**config.mk**
```make
export PLATFORM = sky130hd
export DESIGN_NAME = contador_jogadas_mc
export DESIGN_NICKNAME = d
export VERILOG_FILES = /design/src/rtl/contador_pkg.sv /design/src/rtl/contador_canal.sv /design/src/rtl/contador_jogadas_mc.sv
export SDC_FILE = /design/constraint.sdc
export NUM_CORES = 1
export LEC_CHECK = 0
export ABC_AREA = 1
export CAP_MARGIN = 20
export CORE_UTILIZATION = 55
export CTS_CLUSTER_DIAMETER = 200
export DETAILED_ROUTE_END_ITERATION = 8
export PLACE_DENSITY = 0.81
export SKIP_CTS_REPAIR_TIMING = 1
export SYNTH_ARGS = -nofsm -noshare
export SYNTH_HDL_FRONTEND = slang
export SYNTH_SLANG_ARGS = --single-unit
```
**constraint.sdc**
```tcl
create_clock -name clock -period 4.2 [get_ports clock]
set_clock_uncertainty 0.2 [all_clocks]
set_input_delay 0.63 -clock clock [delete_from_list [all_inputs] [get_ports clock]]
set_output_delay 0.63 -clock clock [all_outputs]
set_load 0.02 [all_outputs]
```
**src/rtl/contador_pkg.sv**
```systemverilog
// Shared definitions for the multi-channel play counter.
// Mode constants and the per-channel next-count rule.
package contador_pkg;

  localparam int CW = 32;

  localparam logic MODO_WRAP = 1'b0;
  localparam logic MODO_SAT  = 1'b1;

  function automatic logic [CW-1:0] prox_contagem(
    input logic [CW-1:0] q,
    input logic [CW-1:0] lim,
    input logic          dec,
    input logic          modo
  );
    logic [CW-1:0] r;
    r = q;
    unique case (1'b1)
      (!dec && (q < lim)):
        r = q + 1'b1;
      (!dec && (q >= lim)):
        r = (modo == MODO_SAT) ? lim : '0;
      (dec && (q > lim)):
        r = lim;
      (dec && (q <= lim) && (q == '0)):
        r = (modo == MODO_SAT) ? '0 : lim;
      default:
        r = q - 1'b1;
    endcase
    return r;
  endfunction

endpackage

```
**src/rtl/contador_canal.sv**
```systemverilog
// One channel of the play counter.
// Holds its count and computes the next value.
module contador_canal
  import contador_pkg::*;
#(
  parameter int N = 6
) (
  input  logic         clock,
  input  logic         rst,
  input  logic         clr,
  input  logic         en,
  input  logic         dec,
  input  logic         modo,
  input  logic [N-1:0] lim,
  output logic [N-1:0] q,
  output logic [N-1:0] prox
);

  assign prox = N'(prox_contagem(CW'(q), CW'(lim), dec, modo));

  // Count register: clear wins over an enabled step.
  always_ff @(posedge clock or posedge rst) begin
    if (rst) begin
      q <= '0;
    end else if (clr) begin
      q <= '0;
    end else if (en) begin
      q <= prox;
    end
  end

endmodule

```
**src/rtl/contador_jogadas_mc.sv**
```systemverilog
// Multi-channel play/round counter with shared limit.
// Limit register, channel select, flags and reach pulse.
module contador_jogadas_mc
  import contador_pkg::*;
#(
  parameter  int N  = 6,
  parameter  int M  = 32,
  parameter  int P  = 2,
  localparam int PW = (P > 1) ? $clog2(P) : 1
) (
  input  logic           clock,
  input  logic           rst,
  input  logic           clr,
  input  logic [PW-1:0]  canal,
  input  logic           conta,
  input  logic           dec,
  input  logic           modo,
  input  logic           carrega,
  input  logic [N-1:0]   limite,
  output logic [N-1:0]   Q,
  output logic [P*N-1:0] Q_all,
  output logic [N-1:0]   lim,
  output logic [P-1:0]   fim,
  output logic           todos_fim,
  output logic           fim_pulse
);

  if ((N < 1) || (N > CW) || (P < 1) || (M < 1) ||
      (longint'(M) > ((longint'(1) << N) - 1))) begin : g_param_err
    $error("contador_jogadas_mc: bad N/M/P");
  end

  logic [N-1:0] lim_r;
  logic [N-1:0] q_r  [P];
  logic [N-1:0] prox [P];
  logic [P-1:0] en;
  logic         sel_ok;
  logic         op;
  logic [N-1:0] q_sel;
  logic [N-1:0] prox_sel;
  logic         pulse_d;

  assign sel_ok = (32'(canal) < P);
  assign op     = conta && !clr && sel_ok;

  for (genvar i = 0; i < P; i++) begin : g_canal
    assign en[i] = op && (canal == PW'(i));

    contador_canal #(
      .N(N)
    ) u_canal (
      .clock(clock),
      .rst  (rst),
      .clr  (clr),
      .en   (en[i]),
      .dec  (dec),
      .modo (modo),
      .lim  (lim_r),
      .q    (q_r[i]),
      .prox (prox[i])
    );

    assign Q_all[i*N +: N] = q_r[i];
    assign fim[i]          = (q_r[i] == lim_r);
  end

  // Selected channel's count and candidate next value.
  always_comb begin
    q_sel    = '0;
    prox_sel = '0;
    for (int i = 0; i < P; i++) begin
      if (sel_ok && (canal == PW'(i))) begin
        q_sel    = q_r[i];
        prox_sel = prox[i];
      end
    end
  end

  assign Q         = q_sel;
  assign lim       = lim_r;
  assign todos_fim = &fim;

  // Reach event uses the limit in force before any load.
  assign pulse_d = op && (q_sel != lim_r) && (prox_sel == lim_r);

  // Limit register; a zero limit is never accepted.
  always_ff @(posedge clock or posedge rst) begin
    if (rst) begin
      lim_r <= N'(M);
    end else if (carrega && (limite != '0)) begin
      lim_r <= limite;
    end
  end

  // One-cycle reach pulse.
  always_ff @(posedge clock or posedge rst) begin
    if (rst) begin
      fim_pulse <= 1'b0;
    end else begin
      fim_pulse <= pulse_d;
    end
  end

endmodule

```
### Yosys cells after proc, flatten, opt, wreduce, memory -nomap -nowiden

Cells that the tools add are included.
W data, S select, Z words.

* $add $sub $neg: 4
* $lt $le $gt $ge: 8
* equal/unequal tests: 4
* muxes and demuxes: 10
* bitwise gates (word level): 1
* reduce and logical (&&, ||, !) cells: 24

Operators with widths (number)
* $mux W6: 8
* $pmux W6 S4: 2
* $eq A6 B6 Y1: 3
* $logic_and A1 B1 Y1: 16
* $add A6 B1 Y6 const B: 2
* $ge A6 B6 Y1: 2
* $gt A6 B6 Y1: 2
* $le A6 B6 Y1: 2
* $logic_not A6 Y1: 2
* $lt A6 B6 Y1: 2
* $sub A6 B1 Y6 const B: 2
* $ne A6 B6 Y1: 1
* $reduce_bool A6 Y1: 1
* $reduce_bool A2 Y1: 2
* $logic_not A1 Y1: 2
* $reduce_and A2 Y1: 1
* $not A1 Y1: 1

* register bits after elaboration: 19
* input bits: 14
* output and inout bits: 28
* word-level logic and storage cells: 55

### Longest topological paths before layout

* depth after elaboration: 7
* mapped depth: 22
* mapped depth without buffers: 22

### By module

A second synthesis with hierarchy kept.

* cells, all modules: 485
* area total of the unflattened synthesis: 2906.5 sq um

Modules (own cells, without submodules)
* contador_canal (g_canal[0].u_canal): times used 1, cells an instance 158, area each 1019.7 sq um, sequential area each 150.1 sq um
* contador_canal (g_canal[1].u_canal): times used 1, cells an instance 158, area each 991.0 sq um, sequential area each 150.1 sq um
* contador_jogadas_mc: times used 1, cells an instance 169, area each 895.9 sq um, sequential area each 176.4 sq um

### Worst setup path before layout

No wires, ideal clock.

* path kind: register to register
* start point: register lim_r[5], in the netlist lim[5]
* end point: register fim_pulse
* library setup time: 0.069 ns
* arrival: 2.959 ns
* required time: 3.931 ns
* path slack: 0.972 ns
* stages on the path, launching flop included: 21
* buffers on the path: 0
* clock period less this slack: 3.228 ns
* cell sequence: dfstp_2 > inv_1 > ha_1 > nand2_2 > nor2_4 > nand2_2 > nand3_1 > inv_1 > fa_1 > nor2_1 > nor2_1 > nor2_1 > nor2_1 > xor2_1 > nor2_1 > o21ai_1 > nand2_1 > nand2_1 > nand2_1 > nand3_1 > nor2_2

* word-level cells in the longest chain between the ends: 7
* elaborated cells between the ends (all ways): 27
* those cells by class: 8 x order compare; 2 x eq/ne; 5 x mux; 12 x reduce/logical

Ends and longest elaborated chain
* start: declaration: line contador_jogadas_mc.sv:33 `logic [N-1:0] lim_r;`
* start signal: assignment: line contador_jogadas_mc.sv:89 `lim_r <= N'(M);`
* start signal: assignment: line contador_jogadas_mc.sv:91 `lim_r <= limite;`
* $le A6 B6 Y1: line contador_pkg.sv:25 `(dec && (q <= lim) && (q == '0)):`
* $logic_and A1 B1 Y1 (2 in series): line contador_pkg.sv:25
* $pmux W6 S4: line contador_pkg.sv:18 `unique case (1'b1)`
* $mux W6: line contador_jogadas_mc.sv:72 `if (sel_ok && (canal == PW'(i))) begin`
* $eq A6 B6 Y1: line contador_jogadas_mc.sv:84 `assign pulse_d = op && (q_sel != lim_r) && (prox_sel == lim_r);`
* $logic_and A1 B1 Y1 *: line contador_jogadas_mc.sv:84
* via pulse_d: line contador_jogadas_mc.sv:41 `logic pulse_d;`
* end signal: assignment: line contador_jogadas_mc.sv:100 `fim_pulse <= pulse_d;`
* end: declaration: line contador_jogadas_mc.sv:25 `output logic fim_pulse`

The timed path passes the listed nets; every way through them passes the cells marked *.
A chain may end at the register's enable or synchronous reset.

### Worst setup path after layout

Ends and elaborated chain as after synthesis.

==> key figures <==
Outcome
  • Outcome: finished, final reports clean

Layout
  • Final Net Count: 473
  • Diodes inserted: 0
  • Layout Cells excl Fill: 488
  • Layout area overhead: 19.9%
  • Share of layout cells above drive strength 1: 11.0%

Setup path
  • Critical register-to-register path endpoint: fim_pulse
  • CP Launch Type: flop
  • Worst r2r path cells: 20
  • CP endpoint kind: flop
  • Crit-path max FO: 7
  • Crit Path Category: flop to flop
  • Arrival time worst endpoint: 3.61 ns
  • CP required: 4.20 ns
  • R2R Setup Slk: 0.59 ns
  • Worst reg2reg path startpoint: lim[5]

Die
  • Initial Utilization: 58.2%
  • Core area: 0.00441 mm^2
  • Die ar.: 0.00495 mm^2
  • # IOs: 42
  • Die X: 70.3 um
  • Row cnt: 24
  • Die Y: 70.3 um

Power and ir drop
  • Max VDD drop: 0.000270 V
  • Pleak: 1.56 nW
  • Pwr Total: 1.58 mW
  • PwrDens: 515 mW/mm^2

Timing
  • Final setup fails: 0
  • Final TNS setup: 0 ns
  • Actual slew at the worst max-slew pin: 0.804 ns
  • Fmax: 277 MHz
  • Minimum clock period after layout: 3.61 ns
  • WHS: 0.439 ns
  • Period utilization: 86.0%
  • Max-slew violations: 0
  • Slew HR: 46.4%
  • Endpoints failing hold: 0
  • Unrepaired setup endpoints after global routing: no

Worst hold path
  • Hold Crit Class: flop to flop
  • Worst hold path depth: 2
  • Worst Hold End: lim[3]
  • Hold_sp: lim[3]

Placed design
  • DP Wirelength: 6070 um
  • Placed Cells: 484
  • Port Buf Inserts: 41
  • Global placement routability congestion: 0.954

Job
  • Max-cap violations: 0

Synth
  • Synth top area cells: dfrtp_1 18%, nand2_1 12%, nand3_1 11%, ha_1 9.7%, inv_1 8.2%
  • Synthesized Nets: 431
  • Syn Area/Cell: 6.50 um^2
  • Gate Count Post-Synth: 395
  • Primary FF master, synth: dfrtp_1
  • Sequential-to-total area share from yosys stat: 18.6%
  • Seq cells post-synth: 19
  • Area share of the largest cell type after synthesis: 17.5%
  • Top-count cell post-synth: nand2_1
  • Mapped Area: 0.00257 mm^2
  • Yosys cell types: 36
  • Post-synth top cells: 80 x nand2_1, 56 x inv_1, 54 x nand3_1
  • Post-synth EDFFs: 0
  • Yosys warns: 0
  • Asr flop ratio synth: 100%
  • Biggest area consumer among synthesized cells: dfrtp_1

Clocking
  • Clock Latency Late Sink: 0.27 ns
  • Clock Sinks: 19
  • Reg clk slew, reported paths: 0.08 ns
  • Max Buffers Root-to-Sink: 2
  • TritonCTS Buffers: 3
  • Root Driver: clkbuf_8
  • H-tree levels: 1
  • CTS tree: done

Route
  • TritonRoute pass-1 iters: 5
  • Vias: 2,885
  • Vias per cell: 5.91
  • WL met2: 3800 um
  • DRC: 0
  • Max layer used: met4
  • DR WL/cell: 15.8 um
  • Drt total wl: 7730 um
  • Post-route ant nets: 0
  • Iteration-0 DRC Markers: 252
  • Wl on met1: 3250 um
  • Met3 WL: 504 um

GRT
  • Number of antenna violations at the first check in global routing: 0
  • First-pass GRT wire length: 12,600 um
  • Grt ovf: 0
  • Number of global-route vias before repair: 2,619
  • Overall Global Routing Usage: 32.1%
  • Largest net degree at the start of global routing: 23
==> registers in the layout, indices dropped and copies added (netlist names) <==
signal             count
fim_pulse              1
lim                    6
g_canal.u_canal.q     12
==> routing by layer <==
| layer | track usage [%] | vias to the layer above |
|---|---|---|
| met5 | 0 | - |
| met4 | 10.4 | 0 |
| met3 | 2.74 | 17 |
| met2 | 55.3 | 126 |
| met1 | 42.1 | 1332 |
| li1 | - | 1410 |
==> logic make-up (layout without fill, tap and decap cells) <==
family,after synthesis,in the layout,synth area share (%)
and+or+nand+nor,234,234,46.7
buffers and inverters,68,109,10.6
AOI/OAI and AO/OA,45,45,10.5
DFF,19,19,18.6
adders and majority gates,22,22,11.3
xor gates and xnor gates,7,7,2.39
==> power breakdown <==
part / switching (mW) / internal [mW] / leakage [nW]
logic: 0.750 / 0.422 / 1.29
registers: 0.0578 / 0.216 / 0.247
clock network: 0.0726 / 0.0663 / 0.0255
==> cells in the final DEF, fill, tap and decap left out, types with 2 or more instances in the layout <==
cell type / netlist / routed
buf_4: 1 / 5
a21oi_1: 7 / 7
a211oi_1: 2 / 2
clkdlybuf4s50_1: 0 / 41
nand3_2: 9 / 9
o21ai_1: 2 / 2
fa_1: 2 / 2
nand4_1: 25 / 25
nor2_1: 42 / 42
nand3_4: 2 / 2
nor2_2: 2 / 2
nand2_2: 9 / 9
nand2_4: 5 / 5
ha_1: 20 / 20
o21ai_2: 2 / 2
nand3_1: 54 / 54
nor2_4: 3 / 3
inv_2: 2 / 2
inv_1: 56 / 56
o21ai_0: 25 / 25
dfrtp_1: 18 / 18
nor3_1: 2 / 2
clkbuf_8: 0 / 3
nand2_1: 80 / 80
xor2_1: 7 / 7
==> per-stage QoR <==
step / worst slack (ns) / instance area [um^2] / util [%]
after global placement: 0.755 / 3030 / 68.7
after detailed placement: 0.644 / 3030 / 68.7
after floorplan: 0.972 / 2570 / -
after CTS: 0.629 / 3080 / 69.8
final: 0.587 / 3080 / 69.8
after global routing: 0.276 / 3080 / 69.8
==> worst max-delay path, cell delays in order, from the launching register on <==
cell     delay (ns)
dfstp_2        0.60
inv_1          0.15
ha_1           0.34
nand2_2        0.11
inv_2          0.06
a21oi_4        0.18
nand3_1        0.26
ha_1           0.45
inv_1          0.06
nor2_1         0.15
o21ai_0        0.10
nand2_1        0.08
xor2_1         0.19
nand2_2        0.08
nand2_2        0.08
nand2_1        0.07
nand2_1        0.07
nand2_1        0.06
nand2_1        0.06
nand3_1        0.09
nor2_2         0.13
==> cell type report <==
cell class	instances	area (um^2)
repair buffers	46	448
multi-input cells	308	1820
well taps	52	65.1
flip-flops and latches	19	477
clock buffers	3	41.3
fillers	431	1340
inverters	59	224
clock inverters	1	5.00
==> how the worst max path moves through the flow <==
stage	from	end	slack (ns)	cells after the start
final	lim[5]	fim_pulse	0.59	20
after global routing	lim[5]	fim_pulse	0.28	19
after CTS	lim[5]	fim_pulse	0.63	20
after detailed placement	lim[5]	fim_pulse	0.64	20
after global placement	lim[5]	fim_pulse	0.76	20
after floorplan	lim[5]	fim_pulse	0.97	20
Note: power is estimated with default switching activity, not from simulation.
==> variant (same flow settings) <==
Register the outputs `Q` and `todos_fim`, cleared by the reset; this adds one clock of latency there. The other outputs are not delayed to match.
--- a/src/rtl/contador_jogadas_mc.sv
+++ b/src/rtl/contador_jogadas_mc.sv
@@ -77,7 +77,14 @@
   end
 
-  assign Q         = q_sel;
   assign lim       = lim_r;
-  assign todos_fim = &fim;
+  always_ff @(posedge clock or posedge rst) begin
+    if (rst) begin
+      Q         <= '0;
+      todos_fim <= '0;
+    end else begin
+      Q         <= q_sel;
+      todos_fim <= &fim;
+    end
+  end
 
   // Reach event uses the limit in force before any load.
Function: changed (Yosys sat finds a counterexample within 4 cycles, from zero or initial values and one cycle with rst high).
==> variant against the unedited design <==
  * Sequential power is 33% higher
  * Via count rose by 0.94%
  * Non-clock buffer count decreased by 2
  * Sequential cell count grew 7
  * Area after synthesis increased by 6.7%
  * Worst setup slack worse by 170 ps
  * First-iteration DRC count down 3.6%
  * Critical path depth fell by 1
  * Final area rose by 7.7%
  * Power grew 7.4%
  * Routed wire length fell by 0.78%
  * Critical path type unchanged
  * Largest cell class unchanged
==> variant: results (changes against the unedited design) <==
| Metric | Value |
|---|---|
| Outcome | complete, no violations (unchanged) |
| Pleak | 1.71 nW (was 1.56 nW) |
| First-pass GRT wire length | 12500 microns (was 12600 microns) |
| Max-slew headroom | 59.9% (was 46.4%) |
| Initial DRC count | 243 (was 252) |
| GRT Util Overall | 31.0% (was 32.1%) |
| Post-Route WL | 7670 microns (was 7730 microns) |
| Layout cells sized above 1 | 8.54% (was 11.0%) |
| Routed length on met3 | 596 microns (was 504 microns) |
| Placed inst area | 3220 sq um (was 3030 sq um) |
| Clock latency on the worst-skew pair | 290 ps (was 270 ps) |
| Vias in the first global route | 2614 (was 2619) |
| Adder-Cell Fraction of Synth Area | 10.6% (was 11.3%) |
| Clock power share | 12.8% (was 8.8%) |
| Met2 wire length | 3560 microns (was 3800 microns) |
| Power in combinational cells | 1.12 mW (was 1.17 mW) |
| Synth Net Count | 440 (was 431) |
| Nets | 482 (was 473) |
| Sw Share | 51.0% (was 55.5%) |
| Synth Area in Compound Gates | 8.35% (was 10.5%) |
| Routed length per instance | 15.0 microns (was 15.8 microns) |
| DR vias/cell | 5.69 (was 5.91) |
| DP Cell Count | 507 (was 484) |
| Area growth from synthesis to layout | 20.9% (was 19.9%) |
| WP data arrival | 3820 ps (was 3610 ps) |
| Synth Area in XOR/XNOR | 2.56% (was 2.39%) |
| Post-synth cell types | 35 (was 36) |
| Top cells by count, synth | nand2_1 (102), inv_1 (54), nand3_1 (54), nor2_1 (39), dfrtp_1 (25) (was nand2_1 (80), inv_1 (56), nand3_1 (54), nor2_1 (42)) |
==> variant: path summary, 6_finish.rpt <==
kind                                            to  slack [ps]  cells past startpoint
max                                      fim_pulse         410                     19
min                                         lim[5]         340                      2
min reg2reg                                 lim[5]         340                      2
min in group asynchronous  g_canal[1].u_canal.q[2]         360                      2
max reg2reg                              fim_pulse         410                     19
max in group asynchronous                   lim[5]        2990                      3
==> variant: tightest hold or removal path, stage by stage, from the launching register on <==
cell     delay (ps)
dfstp_2         430
nand2_1          70
nand2_1          40
==> variant: final cells by class <==
| class | count | area share (%) |
|---|---|---|
| multi-input combinational | 313 | 55.4 |
| sequential | 26 | 19.7 |
| timing repair buffer | 44 | 13.7 |
| inverter | 58 | 6.64 |
| tap | 67 | 2.53 |
| clock buffer | 3 | 1.25 |
| clock inverter | 1 | 0.906 |
==> variant: per-layer routing <==
layer / track usage, % / up-vias
met3: 4.14 / 20
met5: 0 / -
met4: 11.3 / 0
met1: 41.4 / 1330
met2: 51.3 / 139
li1: - / 1423
